### config.mk
export PLATFORM = sky130hd
export DESIGN_NAME = servo_slew_scheduler
export DESIGN_NICKNAME = d
export VERILOG_FILES = /design/src/rtl/servo_slew_scheduler.sv
export SDC_FILE = /design/constraint.sdc
export NUM_CORES = 1
export LEC_CHECK = 0
export BUFFER_PORTS_ARGS = -buffer_cell sky130_fd_sc_hd__buf_2
export CORE_MARGIN = 2
export CORE_UTILIZATION = 45
export CTS_BUF_LIST = sky130_fd_sc_hd__clkbuf_8
export CTS_CLUSTER_DIAMETER = 150
export DETAILED_ROUTE_END_ITERATION = 6
export GPL_TIMING_DRIVEN = 0
export SYNTH_ARGS = -nofsm -noshare
export SYNTH_HDL_FRONTEND = slang
export SYNTH_SLANG_ARGS = --single-unit
### constraint.sdc
create_clock -name clk -period 7.5 [get_ports clk]
set_input_delay 0.75 -clock clk [delete_from_list [all_inputs] [get_ports clk]]
set_output_delay 0.75 -clock clk [all_outputs]
set_load 0.005 [all_outputs]
### src/rtl/servo_slew_scheduler.sv
`default_nettype none
// ============================================================================
//  Module   : servo_slew_scheduler
//  Purpose  : Decodes PS/2 make/break scan bytes into step-up, step-down and
//             centre commands, holds a clamped target pulse width and ramps
//             the commanded pulse width toward it once per PWM frame at a
//             bounded slew rate. Owns frame timing for the PWM generator.
//  Revision : 1.0  initial release
// ============================================================================
module servo_slew_scheduler #(
    parameter int unsigned FRAME_TICKS = 500000,
    parameter int unsigned MIN_PW      = 25000,
    parameter int unsigned MAX_PW      = 50000,
    parameter int unsigned CENTER_PW   = 37500,
    parameter int unsigned STEP        = 2500,
    parameter int unsigned SLEW        = 500
) (
    input  logic        clk,
    input  logic        reset,
    input  logic [7:0]  scan_byte,
    input  logic        scan_valid,
    output logic [15:0] pulse_width,
    output logic        pw_update,
    output logic        frame_start,
    output logic        moving,
    output logic        at_limit
);

    localparam int unsigned CNT_W = (FRAME_TICKS > 1) ? $clog2(FRAME_TICKS) : 1;

    localparam logic [CNT_W-1:0] c_cnt_last   = CNT_W'(FRAME_TICKS - 1);
    localparam logic [15:0]      c_min_pw     = 16'(MIN_PW);
    localparam logic [15:0]      c_max_pw     = 16'(MAX_PW);
    localparam logic [15:0]      c_center_pw  = 16'(CENTER_PW);
    localparam logic [15:0]      c_slew       = 16'(SLEW);
    localparam logic [16:0]      c_step17     = 17'(STEP);
    localparam logic [16:0]      c_up_thresh  = 17'(MAX_PW - STEP);
    localparam logic [16:0]      c_dn_thresh  = 17'(MIN_PW + STEP);

    localparam logic [7:0] c_key_break = 8'hF0;
    localparam logic [7:0] c_key_up    = 8'h23;
    localparam logic [7:0] c_key_down  = 8'h1C;
    localparam logic [7:0] c_key_centr = 8'h1B;

    typedef enum logic [0:0] {
        ST_IDLE  = 1'b0,
        ST_BREAK = 1'b1
    } state_t;

    state_t           r_state;
    state_t           w_state_next;
    logic [CNT_W-1:0] r_cnt;
    logic             r_frame_start;
    logic [15:0]      r_target;
    logic [15:0]      r_pw;
    logic             r_pw_update;
    logic             r_moving;

    logic             w_frame_tick;
    logic [15:0]      w_target_next;
    logic [15:0]      w_pw_next;
    logic [16:0]      w_t17;
    logic [16:0]      w_up_sum;
    logic [16:0]      w_dn_diff;
    logic [15:0]      w_rise;
    logic [15:0]      w_fall;

    // The slew step lands on the same edge that raises frame_start.
    assign w_frame_tick = (r_cnt == c_cnt_last);
    assign w_t17        = {1'b0, r_target};
    assign w_up_sum     = w_t17 + c_step17;
    assign w_dn_diff    = w_t17 - c_step17;
    assign w_rise       = r_target - r_pw;
    assign w_fall       = r_pw - r_target;

    // Scan-code decoder: make codes move the target, a break prefix swallows the next byte.
    always_comb begin
        w_state_next  = r_state;
        w_target_next = r_target;
        if (scan_valid) begin
            case (r_state)
                ST_IDLE: begin
                    case (scan_byte)
                        c_key_break: w_state_next  = ST_BREAK;
                        c_key_up:    w_target_next = (w_t17 > c_up_thresh) ? c_max_pw : w_up_sum[15:0];
                        c_key_down:  w_target_next = (w_t17 < c_dn_thresh) ? c_min_pw : w_dn_diff[15:0];
                        c_key_centr: w_target_next = c_center_pw;
                        default:     w_state_next  = ST_IDLE;
                    endcase
                end
                default: w_state_next = ST_IDLE;
            endcase
        end
    end

    // Slew toward the current (pre-update) target, only at frame boundaries.
    always_comb begin
        w_pw_next = r_pw;
        if (w_frame_tick) begin
            if (r_pw < r_target) begin
                w_pw_next = (w_rise > c_slew) ? (r_pw + c_slew) : r_target;
            end else if (r_pw > r_target) begin
                w_pw_next = (w_fall > c_slew) ? (r_pw - c_slew) : r_target;
            end
        end
    end

    // Frame counter and registered frame boundary strobe.
    always_ff @(posedge clk or negedge reset) begin
        if (!reset) begin
            r_cnt         <= '0;
            r_frame_start <= 1'b0;
        end else begin
            r_cnt         <= w_frame_tick ? '0 : (r_cnt + 1'b1);
            r_frame_start <= w_frame_tick;
        end
    end

    // Decoder state register.
    always_ff @(posedge clk or negedge reset) begin
        if (!reset) begin
            r_state <= ST_IDLE;
        end else begin
            r_state <= w_state_next;
        end
    end

    // Target and pulse-width registers; reset snaps straight back to centre.
    always_ff @(posedge clk or negedge reset) begin
        if (!reset) begin
            r_target    <= c_center_pw;
            r_pw        <= c_center_pw;
            r_pw_update <= 1'b0;
            r_moving    <= 1'b0;
        end else begin
            r_target    <= w_target_next;
            r_pw        <= w_pw_next;
            r_pw_update <= w_frame_tick && (w_pw_next != r_pw);
            r_moving    <= (w_pw_next != w_target_next);
        end
    end

    assign pulse_width = r_pw;
    assign pw_update   = r_pw_update;
    assign frame_start = r_frame_start;
    assign moving      = r_moving;
    assign at_limit    = (r_target == c_min_pw) || (r_target == c_max_pw);

endmodule
`default_nettype wire

==> qor.yml <==
startpoint_type: "flip-flop"
cts_root_buf: "clkbuf_8"
syn_inst: 914
p_leak_nw: 2.82
final_hold_viol_count: 0
cts_tree: "yes"
drt_iter0_markers: 730
hold_class: "input pin to async pin"
ys_seq_area_share_pct: 20.2
ios: 31
timing.slew.headroom_pct: 41.0
final_util_pct: 49.0
synth-edff-count: 0
path_clk_slew_ns: 0.12
detail_route.first_pass.iterations: 6
num_vias: 7784
grt_pass1_wl_mm: 43.6
wire_per_inst_um: 25.1
worst-path-stages: 17
grt_max_degree: 56
peakVddDrop_v: 0.0000971
synth_top_cells_by_area: "dfrtp_1 (14%), ha_1 (6.9%), xnor2_1 (6.3%)"
synth_top_cell_by_area: "dfrtp_1"
drtAntennaViolNets: 0
yosysTopAreaCellShare_pct: 14.1
multi_input_area_mm2: 0.00502
dpl.hpwl_mm: 22.7
cts_buffers: 5
regToRegStartpoint: "pulse_width[4]$_DFF_PN1_"
ys_ff_latch: 55
cpPeakStageDelay_ns: 0.70
critPathBufInv: 4
htreeDepth: 2
routed_wl_mm: 28.7
syn_area_per_cell_um2: 7.56
clk_path_buf_depth: 2
finalSetupViolations: 0
core_area_mm2: 0.0151
critPathKind: "flip-flop to flip-flop"
ff2ff_setup_slack_ns: 1.12
worst_clock_skew_ns: 0.0148
die_h_um: 128
grt_usage_pct: 35.1
fin_tns_setup_ns: 0
route.detailed.drc: 0
fin_area_mm2: 0.00740
floorplan.initialDensity_pct: 45.8
most-common-layout-cells: "a21oi_1 (81), nand2_1 (72), nor2_1 (63), o21ai_0 (63)"
crit_required_ns: 7.67
regArea_mm2: 0.00140
async_reset_ff_share_pct: 100
nFillCells: 1597
cp_slowest_cell: "nor3_2"
overflow: 0
ys.flop_type: "dfrtp_1"
crit_chain: "clkbuf_1 > inv_1 > ha_1 > buf_2 > nand2_1 > nor4_1 > a211oi_1 > nand2_1 > o311ai_1 > nor3_2 > a211oi_1 > a311oi_1 > inv_1 > a32oi_1 > or4b_1 > o41ai_1 > o2111ai_1"
power.total_mw: 0.952
synth_area_mm2: 0.00691
rsz0062_at_grt: "no"
ys_warn_count: 0
rr_endpoint: "pw_update$_DFF_PN0_"
worstSetupStartpoint: "pulse_width[4]$_DFF_PN1_"
crit_fanout: 10
antenna_cells: 0
placed_area_mm2: 0.00729
drive_gt1_share_pct: 13.2
viasPerCell: 6.83
fmax_ghz: 0.157
globalplace.congestion: 1.07
worst_pin_slew_ns: 0.876
worstSkewPairLatency_ns: 0.33
status: "completed"
synth_cell_type_count: 98
num_rows: 45
drv_slew: 0
cts_sinks: 55
die_w_um: 128
fin_crit_ns: 6.38
area_growth_pct: 7.10
end_kind: "flip-flop"
synth_nets: 964
antenna_found_initial: 0
die_area_mm2: 0.0164
maxCapViolations: 0
ff2ff_path_depth: 17
grt_pass1_vias: 7254
powerDensity_mw_per_mm2: 129
period_share_pct: 85.1
fin_nets: 1001
final_common_cell: "a21oi_1"
holdWs_ns: 0.446
cp_top_family: "compound AO/OA/AOI/OAI gates"
port-buffer-count: 30
hold_buffers: 0
arrival_ns: 6.55
cts_setup_buffers: 0
cts_resized: 0
[routing by layer]
| metal | routed length [um] | track usage [%] |
|---|---|---|
| met3 | 2190 | 3.26 |
| met5 | 0 | 0 |
| met1 | 11800 | 47.2 |
| met2 | 13300 | 57.3 |
| met4 | 1410 | 16.0 |
[cell usage after synthesis, types with 11 or more instances]
cell	n
nor4_1	11
a21oi_1	81
o21ai_1	11
nand3_1	44
nor3_1	28
xnor2_1	50
clkbuf_1	28
and3_1	15
or3_1	14
nor2_1	63
dfrtp_1	39
nand4_1	20
dfstp_2	16
ha_1	38
xor2_1	16
buf_2	21
nand2_1	72
a31oi_1	14
o22ai_1	11
o21ai_0	63
inv_1	47
[worst max path at each step]
| stage | end | slack (ns) |
|---|---|---|
| 3_5_place_dp | pw_update$_DFF_PN0_ | 1.33 |
| 4_1_cts | pw_update$_DFF_PN0_ | 1.29 |
| 5_1_grt | pw_update$_DFF_PN0_ | 0.98 |
| 6_report | pw_update$_DFF_PN0_ | 1.12 |
| 2_1_floorplan | moving$_DFF_PN0_ | 3.04 |
| 3_3_place_gp | pw_update$_DFF_PN0_ | 1.23 |
[logic make-up after synthesis]
| family | Yosys count | share of synthesized area, % |
|---|---|---|
| buffers and inverters | 111 | 7.17 |
| multiplexers | 7 | 1.10 |
| AND/OR/NAND/NOR | 316 | 24.0 |
| AO/OA/AOI/OAI | 320 | 31.9 |
| XOR/XNOR | 66 | 8.37 |
| adder cells (fa/ha/maj) | 39 | 7.17 |
| flip-flops | 55 | 20.2 |
[report_power, final]
part	total [mW]	switching (mW)	leakage [nW]	internal (mW)
registers	0.340	0.0261	0.680	0.313
clock network	0.189	0.118	0.0515	0.0707
logic	0.423	0.279	2.09	0.144
[worst register-to-register path: cells and delay by family, from the launching register on]
family	cells	cell delay, ns
flip-flops	1	0.62
buffers and inverters	4	1.11
AO/OA/AOI/OAI	7	2.21
AND/OR/NAND/NOR	5	1.83
adder cells (fa/ha/maj)	1	0.44
[final cells by class]
type                            count  share of cell area [%]
Tap cell                          188                    3.18
Inverter                           51                    2.59
Clock buffer                        5                   0.930
Sequential cell                    55                    18.9
Buffer                             60                    4.11
Multi-Input combinational cell    748                    67.8
Clock inverter                      3                   0.457
Timing Repair Buffer               30                    2.06
[flip-flops by register name, indices dropped and copies added (netlist names)]
signal,cells
r_cnt,19
pulse_width,16
r_target,16
frame_start,1
moving,1
pw_update,1
r_state,1
[metrics by stage]
step,cells,setup slack (ns)
floorplan,914,3.04
CTS,1140,1.29
detailed placement,1132,1.33
finish,1140,1.12
global route,1140,0.978
global placement,1132,1.23
Note: power is estimated with default switching activity, not from simulation.
